<file path="config.mk">
export PLATFORM = sky130hd
export DESIGN_NAME = beat_sequencer
export DESIGN_NICKNAME = d
export VERILOG_FILES = /design/src/rtl/beat_pkg.sv /design/src/rtl/beat_tick_gen.sv /design/src/rtl/beat_sequencer.sv
export SDC_FILE = /design/constraint.sdc
export NUM_CORES = 1
export LEC_CHECK = 0
export CAP_MARGIN = 25
export CORE_MARGIN = 3
export CORE_UTILIZATION = 35
export DETAILED_ROUTE_END_ITERATION = 10
export SKIP_CTS_REPAIR_TIMING = 1
export SYNTH_ARGS = -nofsm -noshare
export SYNTH_HDL_FRONTEND = slang
export SYNTH_HIERARCHICAL = 1
export SYNTH_SLANG_ARGS = --single-unit
</file>
<file path="constraint.sdc">
create_clock -name clk -period 11.13 [get_ports clk]
set_clock_uncertainty 0.15 [all_clocks]
set_input_delay 2.226 -clock clk [delete_from_list [all_inputs] [get_ports clk]]
set_output_delay 2.226 -clock clk [all_outputs]
set_load 0.05 [all_outputs]
</file>
<file path="src/rtl/beat_pkg.sv">
// Shared types and constants for the beat sequencer and its tempo divider.
package beat_pkg;

  typedef enum logic [1:0] {
    IDLE  = 2'd0,
    PLAY  = 2'd1,
    PAUSE = 2'd2
  } state_e;

  typedef enum logic [1:0] {
    SPD_X1    = 2'd0,
    SPD_X2    = 2'd1,
    SPD_X4    = 2'd2,
    SPD_XHALF = 2'd3
  } speed_e;

  localparam int DEF_SLOT_BEATS = 4;
  localparam int SONG_BEATS     = 64;
  localparam int IBEAT_W        = 12;

endpackage

</file>
<file path="src/rtl/beat_tick_gen.sv">
// Tempo divider: emits a one-cycle tick every P running cycles, P chosen by speed.
module beat_tick_gen
  import beat_pkg::*;
#(
  parameter int CLK_FREQ     = 100_000_000,
  parameter int BEAT_BASE_HZ = 8
) (
  input  logic       clk,
  input  logic       rst,
  input  logic       run,
  input  logic       clear,
  input  logic [1:0] speed,
  output logic       tick
);

  localparam int BASE  = CLK_FREQ / BEAT_BASE_HZ;
  localparam int CNT_W = $clog2(2 * BASE);

  logic [CNT_W-1:0] count;
  logic [CNT_W-1:0] limit;

  always_comb begin
    limit = CNT_W'(BASE - 1);
    case (speed_e'(speed))
      SPD_X2:    limit = CNT_W'(BASE / 2 - 1);
      SPD_X4:    limit = CNT_W'(BASE / 4 - 1);
      SPD_XHALF: limit = CNT_W'(2 * BASE - 1);
      default:   limit = CNT_W'(BASE - 1);
    endcase
  end

  // ">=" lets a mid-period speed-up fire on the very next cycle instead of wrapping
  assign tick = run && (count >= limit);

  always_ff @(posedge clk) begin
    if (rst || clear) begin
      count <= '0;
    end else if (run) begin
      count <= tick ? '0 : count + CNT_W'(1);
    end
  end

endmodule

</file>
<file path="src/rtl/beat_sequencer.sv">
// Playback controller: turns play/pause/stop pulses into a tempo-driven beat index
// with loop mode and optional skipping of muted note slots.
module beat_sequencer
  import beat_pkg::*;
#(
  parameter int CLK_FREQ     = 100_000_000,
  parameter int BEAT_BASE_HZ = 8,
  parameter int SLOT_BEATS   = DEF_SLOT_BEATS,
  parameter int NUM_SLOTS    = SONG_BEATS / DEF_SLOT_BEATS
) (
  input  logic                 clk,
  input  logic                 rst,
  input  logic                 play_pulse,
  input  logic                 pause_pulse,
  input  logic                 stop_pulse,
  input  logic                 loop_en,
  input  logic                 skip_muted,
  input  logic [NUM_SLOTS-1:0] switch,
  input  logic [1:0]           speed,
  output logic [IBEAT_W-1:0]   ibeat,
  output logic                 en,
  output logic                 playing,
  output logic                 done
);

  localparam int SLOT_W = $clog2(NUM_SLOTS);
  typedef logic [SLOT_W:0] sidx_t;

  state_e               state_q, state_d;
  logic [IBEAT_W-1:0]   ibeat_q, ibeat_d;
  logic                 done_d;
  logic                 en_q, playing_q, done_q;
  logic                 run, clear, tick;
  logic [IBEAT_W-1:0]   cur_slot, phase;
  sidx_t                start_slot, next_slot;
  logic                 start_ok, next_ok;

  // Lowest slot >= from that may play; NUM_SLOTS means none left. Slot k maps to switch[NUM_SLOTS-1-k].
  function automatic sidx_t find_slot(input sidx_t from, input logic skip,
                                      input logic [NUM_SLOTS-1:0] sw);
    sidx_t res;
    res = sidx_t'(NUM_SLOTS);
    for (int k = NUM_SLOTS - 1; k >= 0; k--) begin
      if ((k >= int'(from)) && (!skip || sw[NUM_SLOTS-1-k])) res = sidx_t'(k);
    end
    return res;
  endfunction

  function automatic logic [IBEAT_W-1:0] slot_base(input sidx_t s);
    return IBEAT_W'(int'(s) * SLOT_BEATS);
  endfunction

  assign cur_slot   = ibeat_q / IBEAT_W'(SLOT_BEATS);
  assign phase      = ibeat_q % IBEAT_W'(SLOT_BEATS);
  assign start_slot = find_slot('0, skip_muted, switch);
  assign next_slot  = find_slot(sidx_t'(cur_slot + IBEAT_W'(1)), skip_muted, switch);
  assign start_ok   = (start_slot != sidx_t'(NUM_SLOTS));
  assign next_ok    = (next_slot != sidx_t'(NUM_SLOTS));

  // A pause or stop arriving this cycle freezes the count so resume picks up exactly where it left
  assign run   = (state_q == PLAY) && !stop_pulse && !pause_pulse;
  assign clear = (state_d == IDLE);

  beat_tick_gen #(
    .CLK_FREQ    (CLK_FREQ),
    .BEAT_BASE_HZ(BEAT_BASE_HZ)
  ) u_tick (
    .clk  (clk),
    .rst  (rst),
    .run  (run),
    .clear(clear),
    .speed(speed),
    .tick (tick)
  );

  always_comb begin
    state_d = state_q;
    ibeat_d = ibeat_q;
    done_d  = 1'b0;
    case (state_q)
      IDLE: begin
        if (!stop_pulse && !pause_pulse && play_pulse && start_ok) begin
          state_d = PLAY;
          ibeat_d = slot_base(start_slot);
        end
      end
      PLAY: begin
        if (stop_pulse) begin
          state_d = IDLE;
          ibeat_d = '0;
        end else if (pause_pulse) begin
          state_d = PAUSE;
        end else if (tick) begin
          if (phase != IBEAT_W'(SLOT_BEATS - 1)) begin
            ibeat_d = ibeat_q + IBEAT_W'(1);
          end else if (next_ok) begin
            ibeat_d = slot_base(next_slot);
          end else if (loop_en && start_ok) begin
            ibeat_d = slot_base(start_slot);
          end else begin
            state_d = IDLE;
            ibeat_d = '0;
            done_d  = 1'b1;
          end
        end
      end
      PAUSE: begin
        if (stop_pulse) begin
          state_d = IDLE;
          ibeat_d = '0;
        end else if (!pause_pulse && play_pulse) begin
          state_d = PLAY;
        end
      end
      default: begin
        state_d = IDLE;
        ibeat_d = '0;
      end
    endcase
  end

  always_ff @(posedge clk) begin
    if (rst) begin
      state_q   <= IDLE;
      ibeat_q   <= '0;
      en_q      <= 1'b0;
      playing_q <= 1'b0;
      done_q    <= 1'b0;
    end else begin
      state_q   <= state_d;
      ibeat_q   <= ibeat_d;
      en_q      <= (state_d == PLAY);
      playing_q <= (state_d != IDLE);
      done_q    <= done_d;
    end
  end

  assign ibeat   = ibeat_q;
  assign en      = en_q;
  assign playing = playing_q;
  assign done    = done_q;

endmodule

</file>
==> flow_metrics.tcl <==
set metrics [dict create \
    synth_seq_cells 42 \
    p_seq_frac 0.461 \
    yosysUniqueCellTypes 79 \
    n_fill_cell 1050 \
    clk_latency_ns 0.29 \
    place_hpwl_um 6850 \
    clk_pin_slew_ns 0.08 \
    p_switching_mw 0.0880 \
    fp.dieH_um 107 \
    tritoncts "done" \
    synth_edf_count 0 \
    area_delta_synth_final_pct 15.6 \
    grt_max_degree 24 \
    r2r_end "u_tick/count[22]" \
    final_util 0.418 \
    cp_max_fo 16 \
    hold_path.class "register to register" \
    synth.avg_cell_area_um2 7.68 \
    ant_nets 0 \
    synthCells 462 \
    grt_pass1_vias 3245 \
    num_vias 3404 \
    start_util 0.361 \
    final_nets 540 \
    min_to "ibeat[8]" \
    ir_drop_mv 0.0427 \
    combPwrFrac 0.171 \
    wl_um 8970 \
    antenna_found_initial 0 \
    grt_overflow 0 \
    syn_nets 514 \
    yosysSeqAreaShare 0.237 \
    whs_ns 0.346 \
    grt_pass1_wl_um 15400 \
    yosysWarningCount 6 \
    drcViolationCount 0 \
    core_mm2 0.00982 \
    final_cell_count_no_fill 621 \
    finalSetupViolCount 0 \
    multiInputGateArea_mm2 0.00250 \
    cts_buffers 5 \
    wire_per_inst_um 14.4 \
    slew_headroom 0.329 \
    status "finished, final reports clean" \
    internal_power_mw 0.248 \
    synthArstFlopShare 0 \
    final_common_cell "nor2_1" \
    viasPerCell 5.48 \
    ys.flop_type "dfxtp_1" \
    fin_tns_setup_ns 0 \
    clock_path_buffers 2 \
    ios 40 \
    diodes 0 \
    fin_crit_ns 6.19 \
    cp_data_arrival_time_ns 6.26 \
    seq_area_um2 841 \
    die-area_mm2 0.0114 \
    pwr-share-clk 0.368 \
    cap_violations 0 \
    final_cell_mix "57 x nor2_1, 42 x dfxtp_1, 39 x clkdlybuf4s50_1" \
    endpoint_kind "register" \
    r2r_start "ibeat[2]" \
    switching_share 0.262 \
    grt_usage 0.161 \
    die_width_um 107 \
    gp_congestion 0.889 \
    clkSinkCount 42 \
    rsz0062_at_grt "no" \
    regToRegSetupSlack_ns 6.76 \
    hp-start "ibeat[8]" \
    powerDensity_mw_per_mm2 81.9 \
    rr_worst_depth 12 \
    worst-slew-pin-transition_ns 1.01 \
    place_inst 614 \
    critPathKind "input port to register" \
    drive_gt1_frac 0.0512 \
    hold_viol 0 \
    row_count 36 \
    cp.required_ns 11.20 \
    initialDrtViolationCount 131 \
    port_buffers 39 \
    min_path_cells 1 \
    drv_slew 0 \
    root_buffer "clkbuf_8" \
    dr.pass1.iters 5 \
    leakagePower_nw 1.50 \
    h-tree-depth 2 \
    critPathLaunchType "input port" \
    min_period_over_period 0.557 \
    syn-cell-area_mm2 0.00355 \
    fmax_ghz 0.161 \
]
-- through the flow --
stage / power [mW] / setup slack, ns / instance area [um^2]
global route: 0.354 / 4.61 / 4100
global placement: 0.215 / 4.71 / 3990
CTS: 0.341 / 4.94 / 4100
floorplan: 0.195 / 5.66 / 3550
detailed placement: 0.215 / 4.64 / 3990
finish: 0.336 / 4.94 / 4100
-- metal layers --
metal / track usage / vias up / share of wire
met4: 0.0447 / 0 / 0.018
met5: 0 / - / 0
met3: 0.0355 / 14 / 0.039
met2: 0.261 / 81 / 0.46
met1: 0.217 / 1573 / 0.48
li1: - / 1736 / -
-- sequential cells by signal, summed over array words and instances, names as in the netlist --
register	flops
u_tick/count	25
ibeat	12
state_q	2
done	1
en	1
playing	1
-- cell type report --
class,instances,share of cell area
tap,133,0.0406
clock inverter,1,0.00732
timing repair buffer,39,0.0952
multi-input combinational,376,0.610
sequential,42,0.205
clock buffer,6,0.0201
inverter,24,0.0220
-- logic make-up (layout without fill, tap and decap cells) --
family	after synthesis	in the layout	synth area share
flops	42	42	0.237
mux	1	1	0.00282
xor+xnor	31	31	0.0787
simple gates	196	196	0.288
compound gates	121	121	0.240
buf+inv	44	70	0.0578
fa+ha+maj	27	27	0.0952
-- worst max path at each step --
stage / startpoint / to / cells past startpoint
global placement: speed[0] / ibeat[11] / 18
CTS: speed[0] / ibeat[11] / 18
finish: speed[0] / ibeat[11] / 18
detailed placement: speed[0] / ibeat[11] / 18
global route: speed[0] / ibeat[11] / 18
floorplan: speed[1] / u_tick/count[9] / 18
-- critical path: stages --
cell	delay [ns]
clkdlybuf4s50_1	0.54
inv_1	0.08
ha_1	0.24
inv_1	0.08
o21ai_0	0.13
ha_1	0.31
nand3_1	0.09
or4_1	0.55
a21oi_2	0.18
a211oi_4	0.09
nor2_1	0.20
nand2b_1	0.08
a21oi_1	0.17
o32ai_2	0.26
nor3_1	0.37
nand3_1	0.18
or3_1	0.33
a21oi_1	0.14
-- synthesized netlist by cell type, types with 3 or more instances --
library cell   n  area, um^2
xor2_1        22         193
xnor2_1        8        70.1
a211o_1        3        26.3
nand3_1       24         120
and2_1         8        50.1
or3_1          3        18.8
dfxtp_1       42         841
nand3b_1       4        30.0
nand4_1       11        68.8
a21oi_1       32         160
a221oi_1       4        35.0
o311ai_0       3        26.3
o21ai_0       24         120
nor4_1         4        25.0
inv_1         24        90.1
nand2b_1      10        62.6
and3_1         8        50.1
nand2_1       29         109
nor3_1        13        65.1
a31oi_1        7        43.8
nor2_1        57         214
a211oi_1       4        30.0
nor2b_1        8        50.1
and4_1         3        26.3
buf_4          5        37.5
clkbuf_1       6        22.5
a21o_1         3        22.5
ha_1          27         338
buf_2          4        20.0
-- power by group through the flow --
stage | clock network, mW | logic [mW] | registers (mW)
finish | 0.124 | 0.0575 | 0.155
global route | 0.135 | 0.0637 | 0.155
CTS | 0.129 | 0.0573 | 0.155
detailed placement | 0 | 0.0569 | 0.158
global placement | 0 | 0.0568 | 0.158
floorplan | 0 | 0.0351 | 0.160
Power figures use the tool's default switching activity.
